`src/rtl/pc_stack_unit_if.sv`:
```
`default_nettype none
// +------------------------------------------------------------------+
// | pc_stack_unit_if : command/status bundle between control FSM and  |
// | the PC unit.                                       Rev 1.0        |
// +------------------------------------------------------------------+
interface pc_stack_unit_if #(
  parameter int ADDR_W      = 8,
  parameter int STACK_DEPTH = 4
);
  localparam int SP_W = $clog2(STACK_DEPTH + 1);

  logic              inc_pc;
  logic              load_pc;
  logic              rel_pc;
  logic              call;
  logic              ret;
  logic              clr_err;
  logic [ADDR_W-1:0] data_in;
  logic [ADDR_W-1:0] pc;
  logic [SP_W-1:0]   sp;
  logic              stack_empty;
  logic              stack_full;
  logic              stack_err;

  modport master (
    output inc_pc, load_pc, rel_pc, call, ret, clr_err, data_in,
    input  pc, sp, stack_empty, stack_full, stack_err
  );

  modport slave (
    input  inc_pc, load_pc, rel_pc, call, ret, clr_err, data_in,
    output pc, sp, stack_empty, stack_full, stack_err
  );
endinterface
`default_nettype wire

```
`src/rtl/pc_stack_unit.sv`:
```
`default_nettype none
// +------------------------------------------------------------------+
// | pc_stack_unit : program counter with relative branch and a LIFO   |
// | return-address stack.                              Rev 1.0        |
// +------------------------------------------------------------------+
module pc_stack_unit #(
  parameter int ADDR_W      = 8,
  parameter int STACK_DEPTH = 4,
  parameter int RESET_VEC   = 0
) (
  input  wire logic        clk,
  input  wire logic        reset_n,
  pc_stack_unit_if.slave   cmd_if
);
  localparam int              SP_W    = $clog2(STACK_DEPTH + 1);
  localparam logic [SP_W-1:0] SP_FULL = SP_W'(STACK_DEPTH);

  logic [ADDR_W-1:0] pc_q, pc_d;
  logic [SP_W-1:0]   sp_q, sp_d;
  logic              err_q, err_d;
  logic [ADDR_W-1:0] stack_q [STACK_DEPTH];
  logic [ADDR_W-1:0] pc_inc;
  logic              empty, full, push, pop;

  assign pc_inc = pc_q + ADDR_W'(1);
  assign empty  = (sp_q == '0);
  assign full   = (sp_q == SP_FULL);

  always_comb begin
    pc_d  = pc_q;
    sp_d  = sp_q;
    err_d = err_q & ~cmd_if.clr_err;
    push  = 1'b0;
    pop   = 1'b0;
    if (cmd_if.ret) begin
      if (empty) begin
        pc_d  = pc_inc;
        err_d = 1'b1;
      end else begin
        pc_d = stack_q[0];
        sp_d = sp_q - SP_W'(1);
        pop  = 1'b1;
      end
    end else if (cmd_if.call) begin
      // A call that cannot push is skipped, so execution falls through.
      if (full) begin
        pc_d  = pc_inc;
        err_d = 1'b1;
      end else begin
        pc_d = cmd_if.data_in;
        sp_d = sp_q + SP_W'(1);
        push = 1'b1;
      end
    end else if (cmd_if.load_pc) begin
      pc_d = cmd_if.data_in;
    end else if (cmd_if.rel_pc) begin
      pc_d = pc_q + cmd_if.data_in;
    end else if (cmd_if.inc_pc) begin
      pc_d = pc_inc;
    end
  end

  always_ff @(posedge clk or negedge reset_n) begin
    if (!reset_n) begin
      pc_q  <= ADDR_W'(RESET_VEC);
      sp_q  <= '0;
      err_q <= 1'b0;
    end else begin
      pc_q  <= pc_d;
      sp_q  <= sp_d;
      err_q <= err_d;
    end
  end

  // Shift-register LIFO: the top of stack always lives in entry 0.
  always_ff @(posedge clk) begin
    if (push) begin
      stack_q[0] <= pc_inc;
      for (int i = 1; i < STACK_DEPTH; i++) stack_q[i] <= stack_q[i-1];
    end else if (pop) begin
      for (int i = 0; i < STACK_DEPTH - 1; i++) stack_q[i] <= stack_q[i+1];
    end
  end

  assign cmd_if.pc          = pc_q;
  assign cmd_if.sp          = sp_q;
  assign cmd_if.stack_empty = empty;
  assign cmd_if.stack_full  = full;
  assign cmd_if.stack_err   = err_q;
endmodule
`default_nettype wire

```
`src/flat_wrapper.sv`:
```
// flat-port wrapper written by rule: the top's interface ports become plain ports
module pc_stack_unit_flat 
#(
  parameter int ADDR_W      = 8,
  parameter int STACK_DEPTH = 4,
  parameter int RESET_VEC   = 0
)
  (clk, reset_n, cmd_if_inc_pc, cmd_if_load_pc, cmd_if_rel_pc, cmd_if_call, cmd_if_ret, cmd_if_clr_err, cmd_if_data_in, cmd_if_pc, cmd_if_sp, cmd_if_stack_empty, cmd_if_stack_full, cmd_if_stack_err);
  pc_stack_unit_if #(.ADDR_W(ADDR_W), .STACK_DEPTH(STACK_DEPTH)) cmd_if_i ();
  input  wire logic clk;
  input  wire logic reset_n;
  input wire logic [$bits(cmd_if_i.inc_pc)-1:0] cmd_if_inc_pc;
  input wire logic [$bits(cmd_if_i.load_pc)-1:0] cmd_if_load_pc;
  input wire logic [$bits(cmd_if_i.rel_pc)-1:0] cmd_if_rel_pc;
  input wire logic [$bits(cmd_if_i.call)-1:0] cmd_if_call;
  input wire logic [$bits(cmd_if_i.ret)-1:0] cmd_if_ret;
  input wire logic [$bits(cmd_if_i.clr_err)-1:0] cmd_if_clr_err;
  input wire logic [$bits(cmd_if_i.data_in)-1:0] cmd_if_data_in;
  output wire logic [$bits(cmd_if_i.pc)-1:0] cmd_if_pc;
  output wire logic [$bits(cmd_if_i.sp)-1:0] cmd_if_sp;
  output wire logic [$bits(cmd_if_i.stack_empty)-1:0] cmd_if_stack_empty;
  output wire logic [$bits(cmd_if_i.stack_full)-1:0] cmd_if_stack_full;
  output wire logic [$bits(cmd_if_i.stack_err)-1:0] cmd_if_stack_err;
  assign cmd_if_i.inc_pc = cmd_if_inc_pc;
  assign cmd_if_i.load_pc = cmd_if_load_pc;
  assign cmd_if_i.rel_pc = cmd_if_rel_pc;
  assign cmd_if_i.call = cmd_if_call;
  assign cmd_if_i.ret = cmd_if_ret;
  assign cmd_if_i.clr_err = cmd_if_clr_err;
  assign cmd_if_i.data_in = cmd_if_data_in;
  assign cmd_if_pc = cmd_if_i.pc;
  assign cmd_if_sp = cmd_if_i.sp;
  assign cmd_if_stack_empty = cmd_if_i.stack_empty;
  assign cmd_if_stack_full = cmd_if_i.stack_full;
  assign cmd_if_stack_err = cmd_if_i.stack_err;
  pc_stack_unit #(.ADDR_W(ADDR_W), .STACK_DEPTH(STACK_DEPTH), .RESET_VEC(RESET_VEC)) u_core (.clk(clk), .reset_n(reset_n), .cmd_if(cmd_if_i));
endmodule
```
`config.mk`:
```
export PLATFORM = sky130hd
export DESIGN_NAME = pc_stack_unit_flat
export DESIGN_NICKNAME = d
export VERILOG_FILES = /design/src/rtl/pc_stack_unit_if.sv /design/src/rtl/pc_stack_unit.sv /design/src/flat_wrapper.sv
export SDC_FILE = /design/constraint.sdc
export NUM_CORES = 1
export LEC_CHECK = 0
export BUFFER_PORTS_ARGS = -buffer_cell sky130_fd_sc_hd__buf_2
export CORE_MARGIN = 2
export CORE_UTILIZATION = 55
export DETAILED_ROUTE_END_ITERATION = 10
export HOLD_SLACK_MARGIN = 0.03
export PLACE_DENSITY = 0.81
export SLEW_MARGIN = 20
export SYNTH_ARGS = -nofsm -noshare
export SYNTH_HDL_FRONTEND = slang
export SYNTH_SLANG_ARGS = --single-unit
```
`constraint.sdc`:
```
create_clock -name clk -period 3.7 [get_ports clk]
set_clock_uncertainty 0.1 [all_clocks]
set_input_delay 0 -clock clk [delete_from_list [all_inputs] [get_ports clk]]
set_output_delay 0 -clock clk [all_outputs]
set_load 0.03 [all_outputs]
```
# Yosys cells after proc, flatten, opt, wreduce, memory -nomap -nowiden
# Memory sizes are Yosys's and may differ from the RTL's.
# Cells that the tools add are included.
[word_totals]
reg_bits = 12
ram_bits = 32
in_bits = 16
output_inout_bits = 14
elab_cells = 48
memories = 1
[classes]
n_addsub = 4
n_eq_ne = 3
n_mux = 28
n_bitwise = 5
reduce_logical = 4
[mem_list]
columns = ["name", "words", "word_bits", "rd", "rd_clocked_by_memory_dff", "write_ports", "line_no", "source"]
rows = [
  ["u_core.stack_q", 4, 8, 4, 0, 4, "pc_stack_unit.sv:21", "logic [ADDR_W-1:0] stack_q [STACK_DEPTH];"],
]
[ops]
columns = ["op", "count"]
rows = [
  ["8-bit two-way mux", 10],
  ["1-bit two-way mux", 14],
  ["3-bit two-way mux", 4],
  ["8-bit by 1-bit adder with 8-bit output (second input constant)", 1],
  ["8-bit adder", 1],
  ["5-bit nonzero test", 1],
  ["2-bit != test (second input constant)", 2],
  ["3-bit by 1-bit adder with 3-bit output (second input constant)", 1],
  ["3-bit == test (second input constant)", 1],
  ["3-bit logical NOT", 1],
  ["1-bit OR", 3],
  ["3-bit AND reduction", 1],
  ["3-bit by 1-bit subtractor with 3-bit output (second input constant)", 1],
  ["2-bit nonzero test", 1],
  ["1-bit AND", 1],
  ["1-bit NOT", 1],
]

# Longest topological paths before layout
# Gate-level depths: netlist of run 1.
[logic_depth]
ltp_word = 7
depth_mapped = 9
mapped_depth_nobuf = 9

# Worst setup path after synthesis of run 1
# OpenSTA, ideal clock, no wires.
[synth_timing]
path_type = "flip-flop to flip-flop"
from = "reg u_core.sp_q[1] (netlist: u_core.cmd_if.sp[1])"
to = "mem u_core.stack_q[0][0], enable pin"
setup_ps = 414
arrival_ps = 2299
required_ps = 3186
setup_slack_ps = 887
path_stages_with_launch = 6
path_buffers = 1
synth_period_minus_slack_ps = 2813
path_cell_list = "dfrtp_1 -> nor2_1 -> nand2_1 -> inv_2 -> buf_2 -> o21ai_1"
[synth_lines]
columns = ["element", "line_no", "source"]
rows = [
  ["from (decl)", "pc_stack_unit.sv:19", "logic [SP_W-1:0] sp_q, sp_d;"],
  ["from (signal assigned)", "pc_stack_unit.sv:70", "sp_q <= sp_d;"],
  ["to (decl)", "pc_stack_unit.sv:21", ""],
]

# Worst setup path after layout of run 1
[layout_timing]
from = "reg u_core.pc_q[0] (netlist: u_core.cmd_if.pc[0])"
to = "reg u_core.pc_q[4] (netlist: u_core.cmd_if.pc[4])"
[layout_via]
elab_chain_cells = 6
elab_cells_between_ends = 9
cone_classes = "add/sub: 2; mux: 7"
[layout_rtl]
columns = ["element", "line_no", "source"]
rows = [
  ["from (decl)", "pc_stack_unit.sv:18", "logic [ADDR_W-1:0] pc_q, pc_d;"],
  ["from (signal assigned)", "pc_stack_unit.sv:65", "pc_q <= ADDR_W'(RESET_VEC);"],
  ["from (signal assigned)", "pc_stack_unit.sv:69", "pc_q <= pc_d;"],
  ["8-bit by 1-bit adder with 8-bit output", "pc_stack_unit.sv:25", "assign pc_inc = pc_q + ADDR_W'(1);"],
  ["8-bit two-way mux", "pc_stack_unit.sv:58", "end else if (cmd_if.inc_pc) begin"],
  ["8-bit two-way mux", "pc_stack_unit.sv:56", "end else if (cmd_if.rel_pc) begin"],
  ["8-bit two-way mux", "pc_stack_unit.sv:54", "end else if (cmd_if.load_pc) begin"],
  ["8-bit two-way mux", "pc_stack_unit.sv:44", "end else if (cmd_if.call) begin"],
  ["8-bit two-way mux *", "pc_stack_unit.sv:35", "if (cmd_if.ret) begin"],
]
# Mark *: on every way between the ends. The rest lies on a longest branch, timed or not. The select of a mux whose other input is x is not followed.
# A chain may end at the register's enable or synchronous reset.

==> flow_summary.ini, run 1 <==
[power_and_ir_drop]
power.density_mw_per_mm2 = 744.8
ir_worst_vdd_v = 0.0006013
switchingPower_uw = 909.7
p_leak_nw = 1.278
pwr-share-seq_pct = 41.0
netSwitchingFraction_pct = 40.95
power_frac_clock_pct = 17.0
pwr-share-comb_pct = 42.0
intPower_mw = 1.312

[clocking]
numCtsBuffers = 5
postCtsSetupBuffers = 0
cts_htree_levels = 2
cts_sinks = 44
clk_path_buf_depth = 2
root_buffer = clkbuf_8
cts_tree = built
clk_latency_ns = 0.30
clk_pin_slew_ns = 0.09

[yosys]
avgSynthCellArea_um2 = 9.220
syn_inst = 282
synth_cell_types = 49
synthFlopType = edfxtp_1
synth_top_area_share_pct = 36.96
ys_seq_area_share_pct = 48.51
synth_edf_count = 32
async_flop_share_pct = 27.27
netlist_area_mm2 = 0.002600
synthTopCellsByArea = edfxtp_1, dfrtp_1, nand2_1, ha_1, a21oi_1
synth_nets = 308
ys.warnings.count = 0
yosys.area.top_type = edfxtp_1
ys_ff_latch = 44

[die]
start_util_pct = 56.16
fp.coreArea_mm2 = 0.004629
num_rows = 25
ios = 30
die_x_um = 72.76
die_area_mm2 = 0.005293
die_y_um = 72.76

[setup_path]
end_kind = flip-flop
crit_required_ns = 3.79
start_kind = flip-flop
critical_path_class = reg -> reg
cp_max_fo = 11
crit_arrival_ns = 2.46

[sta]
finalMaxSlewViolations = 0
hold_viol_final = 0
worst_pin_slew_ns = 0.9360
finalCriticalPeriod_ns = 2.368
slew_headroom_pct = 37.37
period_share_pct = 64.00
rsz0062_at_grt = no
fmaxAchievable_mhz = 422.3
setup_viol = 0
setup_tns_ns = 0

[placed_design]
portBuffers = 29
dp_hpwl_mm = 4.045
gp_congestion = 0.9286
dp.cells = 356

[global_route]
antenna_found_initial = 0
grt_max_degree = 29
grt_pass1_vias = 2034
grt_usage_pct = 23.37
grt_overflow = 0
grt_pass1_wl_mm = 9.501

[finish]
stdcell_count = 372
syn_to_final_growth_pct = 14.73
final_common_cell = nand2_1
final_cell_mix = nand2_1, edfxtp_1, buf_2, nor2_1, a21oi_1
drive_gt1_share_pct = 16.35
nets = 343
fillers = 400
diodes = 0

[drt]
first_pass_iters = 4
vias = 2234
routed_via_density = 6.005
wire_per_inst_um = 15.51
antenna_left = 0
drc = 0
drtIter0Drc = 226
wirelength_mm = 5.771

[flow_run]
maxCapViolations = 0

[min_path]
hold_path.class = in -> reg

[status]
run_status = finished, final reports clean
==> final cells by class <==
type	count	area (µm²)	share of cell area (%)
multi-input combinational	215	1249	41.86
tap	54	67.56	2.265
sequential	44	1261	42.28
timing repair buffer	40	247.7	8.305
inverter	11	42.54	1.426
clock inverter	3	46.29	1.552
clock buffer	5	68.82	2.307
==> stage by stage <==
stage / hold slack [ns] / area, µm² / util [%] / worst slack [ns] / power (mW)
after floorplan: -0.3956 / 2600 / - / 0.8872 / 1.592
after global placement: -0.1936 / 2788 / 60.22 / 1.454 / 1.817
after detailed placement: -0.1873 / 2788 / 60.22 / 1.379 / 1.839
after CTS: 0.04738 / 2983 / 64.43 / 1.341 / 2.233
after global routing: 0.09360 / 2983 / 64.43 / 1.180 / 2.373
final: 0.06258 / 2983 / 64.43 / 1.332 / 2.222
==> power by group through the flow <==
stage          Combinational [mW]  Clock [mW]  Sequential (mW)
2_1_floorplan               0.602           0            0.991
3_3_place_gp                0.905           0            0.913
3_5_place_dp                0.921           0            0.918
4_1_cts                     0.936       0.387            0.910
5_1_grt                      1.04       0.397            0.933
6_report                    0.934       0.378            0.911
==> routing by layer <==
metal | routed length [µm] | global-route usage, % | up-vias
li1 | - | - | 1085
met2 | 2743 | 38.18 | 64
met3 | 348 | 3.867 | 8
met1 | 2606 | 32.21 | 1077
met4 | 73 | 6.996 | 0
met5 | 0 | 0 | -
==> what timing repair did <==
action | 4_1_cts | 5_1_grt
gates resized for setup | 0 | 0
setup endpoints to repair | 0 | 0
hold buffers | 8 | 0
endpoints found under the hold margin | 18 | 0
==> flip-flops by register name (all words and copies together) (netlist names) <==
signal	count
u_core.cmd_if.stack_err	1
u_core.cmd_if.sp	3
u_core.cmd_if.pc	8
u_core.stack_q	32
==> worst max-delay path, cell delays in order, from the launching register on <==
cell and delay [ns]:
dfrtp_1 0.51, ha_1 0.28, inv_1 0.08, fa_1 0.21, nor2b_1 0.06, o21a_1 0.20
or3_1 0.31, a311o_1 0.35, o211ai_1 0.08, a21oi_1 0.08
==> final timing paths <==
check / slack (ns) / cells past startpoint / startpoint / to
hold / removal: 0.06 / 4 / cmd_if_data_in[5] / u_core.cmd_if.pc[5]
hold reg to reg: 0.35 / 0 / u_core.stack_q[0][17] / u_core.stack_q[0][25]
min in group asynchronous: 0.70 / 3 / reset_n / u_core.cmd_if.pc[7]
max in group asynchronous: 2.37 / 3 / reset_n / u_core.cmd_if.sp[1]
setup reg to reg: 1.33 / 9 / u_core.cmd_if.pc[0] / u_core.cmd_if.pc[4]
setup / recovery: 1.33 / 9 / u_core.cmd_if.pc[0] / u_core.cmd_if.pc[4]
==> Yosys cell counts (all sizes together), types with 4 or more instances <==
| cell | number |
|---|---|
| o21ai | 20 |
| dfrtp | 12 |
| a21oi | 19 |
| xor2 | 4 |
| buf | 5 |
| edfxtp | 32 |
| nand2 | 67 |
| ha | 8 |
| nand3 | 6 |
| inv | 10 |
| nor3 | 5 |
| nor2 | 27 |
| clkbuf | 7 |
| xnor2 | 6 |
| o211ai | 7 |
==> cell families (layout without fill, tap and decap cells) <==
logic type / count (synthesis) / count (layout) / share of synthesized area (%)
AND/OR/NAND/NOR: 121 / 121 / 20.26
AO/OA/AOI/OAI: 72 / 72 / 18.09
flip-flops: 44 / 44 / 48.51
buffers and inverters: 23 / 59 / 3.609
adder cells (fa/ha/maj): 10 / 10 / 5.390
XOR/XNOR: 10 / 10 / 3.368
multiplexers: 2 / 2 / 0.7700
(Power assumes the default switching activity.)
==> inputs of run 2 (changes only) <==
CORE_UTILIZATION = 53   (was 55)
clock period = 2.16 ns   (was 3.7 ns; I/O delays follow)
==> run 2 against run 1 <==
Effect of this change: routed wire length increased by 12%; first-iteration DRC count decreased by 24%; clock power grew 97%; design area grew 6.2%; clock-buffer cell count is the same; combinational power rose by 97%; non-clock buffer count grew 15; critical path type unchanged; largest cell class is now multi-input combinational cells; largest power group unchanged.
==> flow_summary.ini, run 2 (synthesized netlist as in run 1, its figures left out) <==
[sta]
period_share_pct = 97.54
setup_tns_ns = 0
worst_pin_slew_ns = 0.8541
finalCriticalPeriod_ns = 2.107
hold_viol_final = 0
rsz0062_at_grt = yes
slew_headroom_pct = 42.85
fmaxAchievable_mhz = 474.6
whs_ns = 0.07082
setup_viol = 0
finalMaxSlewViolations = 0

[die]
die_x_um = 74.04
die_area_mm2 = 0.005482
die_y_um = 74.04
ios = 30
start_util_pct = 55.05
fp.coreArea_mm2 = 0.004723
num_rows = 25

[global_route]
grt_overflow = 0
grt_max_degree = 29
grt_pass1_wl_mm = 10.18
antenna_found_initial = 0
grt_pass1_vias = 2230
grt_usage_pct = 24.63

[finish]
fillers = 361
diodes = 0
largest_reg_flops = 32
nets = 358
syn_to_final_growth_pct = 21.80
final_util_pct = 67.05
final_common_cell = nand2_1
top_register = u_core.stack_q
final_cell_mix = nand2_1, edfxtp_1, buf_2, nor2_1, a21oi_1
drive_gt1_share_pct = 22.29

[setup_path]
critical_path_class = reg -> reg
start_kind = flip-flop
cp_max_fo = 3
r2r_cells = 7
cp-startpoint = u_core.cmd_if.pc[2]
r2r-start = u_core.cmd_if.pc[2]
crit_required_ns = 2.25
crit_arrival_ns = 2.20
end_kind = flip-flop

[placed_design]
portBuffers = 29
dp_hpwl_mm = 4.485
gp_congestion = 0.8371

[drt]
routed_via_density = 5.870
drtIter0Drc = 171
drc = 0
vias = 2342
wire_per_inst_um = 16.22
antenna_left = 0
wirelength_mm = 6.472
first_pass_iters = 5

[clocking]
cts_tree = built
numCtsBuffers = 5
cts_sinks = 44
clk_latency_ns = 0.30
cts_htree_levels = 2
clk_path_buf_depth = 2
clk_pin_slew_ns = 0.09
root_buffer = clkbuf_8

[power_and_ir_drop]
p_leak_nw = 1.358
ir_worst_vdd_v = 0.0009811
power.density_mw_per_mm2 = 1296

[status]
run_status = finished, final reports clean

[flow_run]
maxCapViolations = 0

[min_path]
hold_path.class = in -> reg
hold_depth = 4
hp-start = cmd_if_data_in[5]
==> run 2: final cells by class <==
type | instances | area (µm²) | area share (%)
clock buffers | 5 | 68.82 | 2.173
clock inverters | 2 | 60.06 | 1.896
inverters | 11 | 42.54 | 1.343
multi-input cells | 215 | 1282 | 40.50
flip-flops and latches | 44 | 1266 | 39.98
well taps | 67 | 83.83 | 2.647
repair buffers | 55 | 362.8 | 11.46
==> run 2: path summary, 6_finish.rpt <==
path	slack (ns)	endpoint
worst max-delay path	0.05	u_core.cmd_if.pc[4]
worst min-delay path	0.07	u_core.cmd_if.pc[5]
worst max register to register	0.05	u_core.cmd_if.pc[4]
worst min register to register	0.36	u_core.stack_q[0][26]
max in group asynchronous	0.80	u_core.cmd_if.pc[2]
min in group asynchronous	0.69	u_core.cmd_if.stack_err
==> run 2: routing by layer <==
layer  part of all wire [%]  global-route usage (%)  routed length, µm  vias up
met5                      0                       0                  0        -
met4                    1.3                   7.879                 85        0
met3                    7.9                   4.607                512        9
met2                     48                   40.77               3105      114
met1                     43                   32.95               2768     1105
li1                       -                       -                  -     1114
==> run 2: power by group <==
| group | switching, mW | total [mW] | internal (mW) |
|---|---|---|---|
| clock | 0.289 | 0.744 | 0.455 |
| sequential | 0.210 | 1.52 | 1.31 |
| combinational | 1.13 | 1.84 | 0.714 |
==> run 2: timing repair <==
action | 4_1_cts | 5_1_grt
setup buffers | 0 | 1
pin swaps | 0 | 1
resized for setup | 1 | 3
setup endpoints to repair | 1 | 5
hold buffers | 9 | 0
endpoints found under the hold margin | 19 | 0
==> run 2: stage by stage <==
| stage | worst slack [ns] | area, µm² | power [mW] | std cells |
|---|---|---|---|---|
| 6_report | 0.05315 | 3167 | 4.103 | 399 |
| 4_1_cts | 0.01670 | 3148 | 4.060 | 398 |
| 3_5_place_dp | -0.04302 | 2928 | 3.294 | 382 |
| 2_1_floorplan | 0.0008613 | 2630 | 2.748 | 282 |
| 5_1_grt | -0.01682 | 3167 | 4.345 | 399 |
| 3_3_place_gp | 0.1163 | 2928 | 3.227 | 382 |
==> run 2: critical path, cell delays in order, from the launching register on <==
cell	delay [ns]
dfrtp_2	0.43
ha_1	0.33
nor2b_1	0.15
o21a_1	0.20
or3_1	0.31
a311o_1	0.32
o211ai_1	0.08
a21oi_1	0.09
==> inputs of run 3 (changes only) <==
RECOVER_POWER = 50   (was unset)
==> run 3 against run 2 <==
Effect of this change: register-to-register slack got worse by 0.02 ns; clock-buffer cell count did not move; routed wire length fell by 0.26%; design area fell by 0.91%; worst setup slack got worse by 0.017 ns; global-route usage did not move; fmax fell by 0.79%; critical path depth did not move; core utilization fell by 0.61 points.
==> flow_summary.ini, run 3 (synthesized netlist as in run 1, its figures left out) <==
[sta]
slew_headroom_pct = 42.28
setup_viol = 0
rsz0062_at_grt = yes
period_share_pct = 98.32
fmaxAchievable_mhz = 470.9
finalCriticalPeriod_ns = 2.124
whs_ns = 0.08527
hold_viol_final = 0
layout_setup_ws_ns = 0.03630
worst_pin_slew_ns = 0.8625
finalMaxSlewViolations = 0

[drt]
antenna_left = 0
wirelength_mm = 6.455
first_pass_iters = 6
wire_per_inst_um = 16.18
routed_via_density = 5.907
vias = 2357
drtIter0Drc = 174
drc = 0

[status]
run_status = finished, final reports clean

[die]
die_area_mm2 = 0.005482
ios = 30
die_x_um = 74.04
start_util_pct = 55.05
fp.coreArea_mm2 = 0.004723
die_y_um = 74.04
num_rows = 25

[setup_path]
cp_max_fo = 3
crit_arrival_ns = 2.21
end_kind = flip-flop
critical_path_class = reg -> reg
crit_required_ns = 2.24
start_kind = flip-flop

[placed_design]
pre_cts_ws_ns = -0.04302
dp_hpwl_mm = 4.485
portBuffers = 29
dpl_cell_area_mm2 = 0.002928
gp_congestion = 0.8371
dp.cells = 382

[clocking]
numCtsBuffers = 5
cts_htree_levels = 2
cts_tree = built
root_buffer = clkbuf_8
cts_sinks = 44
clk_pin_slew_ns = 0.08
clk_path_buf_depth = 2
clk_latency_ns = 0.29

[power_and_ir_drop]
power_mw = 4.061
ir_worst_vdd_v = 0.0009394
p_leak_nw = 1.310
power.density_mw_per_mm2 = 1294

[finish]
stdcell_count = 399
largest_reg_flops = 32
diodes = 0
syn_to_final_growth_pct = 20.69
final_cell_mix = nand2_1, edfxtp_1, nor2_1, a21oi_1, buf_2
drive_gt1_share_pct = 17.47
top_register = u_core.stack_q
final_area_mm2 = 0.003138
final_common_cell = nand2_1
nets = 358

[min_path]
hold_path.class = in -> reg

[global_route]
grt_util_met2_pct = 40.77
grt_overflow = 0
grt_pass1_wl_mm = 10.18
grt_usage_pct = 24.63
antenna_found_initial = 0
grt_pass1_vias = 2230
met3_usage_pct = 4.607
met1_usage_pct = 32.95
grt_max_degree = 29
top_usage_layer = met2

[flow_run]
maxCapViolations = 0
run 3: stage by stage:
step / util [%] / TNS [ns]
4_1_cts: 66.65 / 0
3_3_place_gp: 61.99 / 0
3_5_place_dp: 61.99 / -0.04302
6_report: 66.44 / 0
2_1_floorplan: - / 0
5_1_grt: 66.44 / -0.01682
run 3: report_power, final:
part           leakage, nW  switching, mW  internal (mW)
sequential           0.454          0.211           1.31
clock               0.0642          0.284          0.455
combinational        0.792           1.13          0.675
total                 1.31           1.62           2.44
run 3: final timing paths:
| path | start | end | slack [ns] | cells past startpoint |
|---|---|---|---|---|
| max | u_core.cmd_if.pc[2] | u_core.cmd_if.pc[4] | 0.04 | 7 |
| max in group asynchronous | reset_n | u_core.cmd_if.pc[2] | 0.82 | 3 |
| min in group asynchronous | reset_n | u_core.cmd_if.stack_err | 0.69 | 3 |
| min | cmd_if_data_in[5] | u_core.cmd_if.pc[5] | 0.09 | 4 |
| max reg2reg | u_core.cmd_if.pc[2] | u_core.cmd_if.pc[4] | 0.04 | 7 |
| min reg2reg | u_core.stack_q[0][18] | u_core.stack_q[0][26] | 0.36 | 0 |
run 3: layer usage:
layer / vias up / wire length, µm / share of wire [%]
met5: - / 0 / 0
met4: 0 / 78 / 1.2
met3: 8 / 524 / 8.1
met2: 125 / 3082 / 48
met1: 1106 / 2771 / 43
li1: 1118 / - / -
run 3: critical path, cell delays in order (launching register included):
cell,delay (ns)
dfrtp_2,0.43
ha_1,0.33
nor2b_1,0.15
o21a_1,0.20
or3_1,0.31
a311o_1,0.32
o211ai_1,0.08
a21oi_1,0.09
run 3: area by class of cell:
cell class                      instances  area, µm²
Inverter                               11      42.54
Tap cell                               67      83.83
Multi-Input combinational cell        215       1280
Clock buffer                            5      68.82
Timing Repair Buffer                   55      336.6
Fill cell                             375       1585
Clock inverter                          2      60.06
Sequential cell                        44       1266
run 3: repair_timing:
action / in CTS / in global routing
hold buffers: 9 / 0
resized for setup: 1 / 3
pin swaps: 0 / 1
endpoints found under the setup margin: 1 / 5
buffers inserted: 0 / 1
endpoints found under the hold margin: 19 / 0
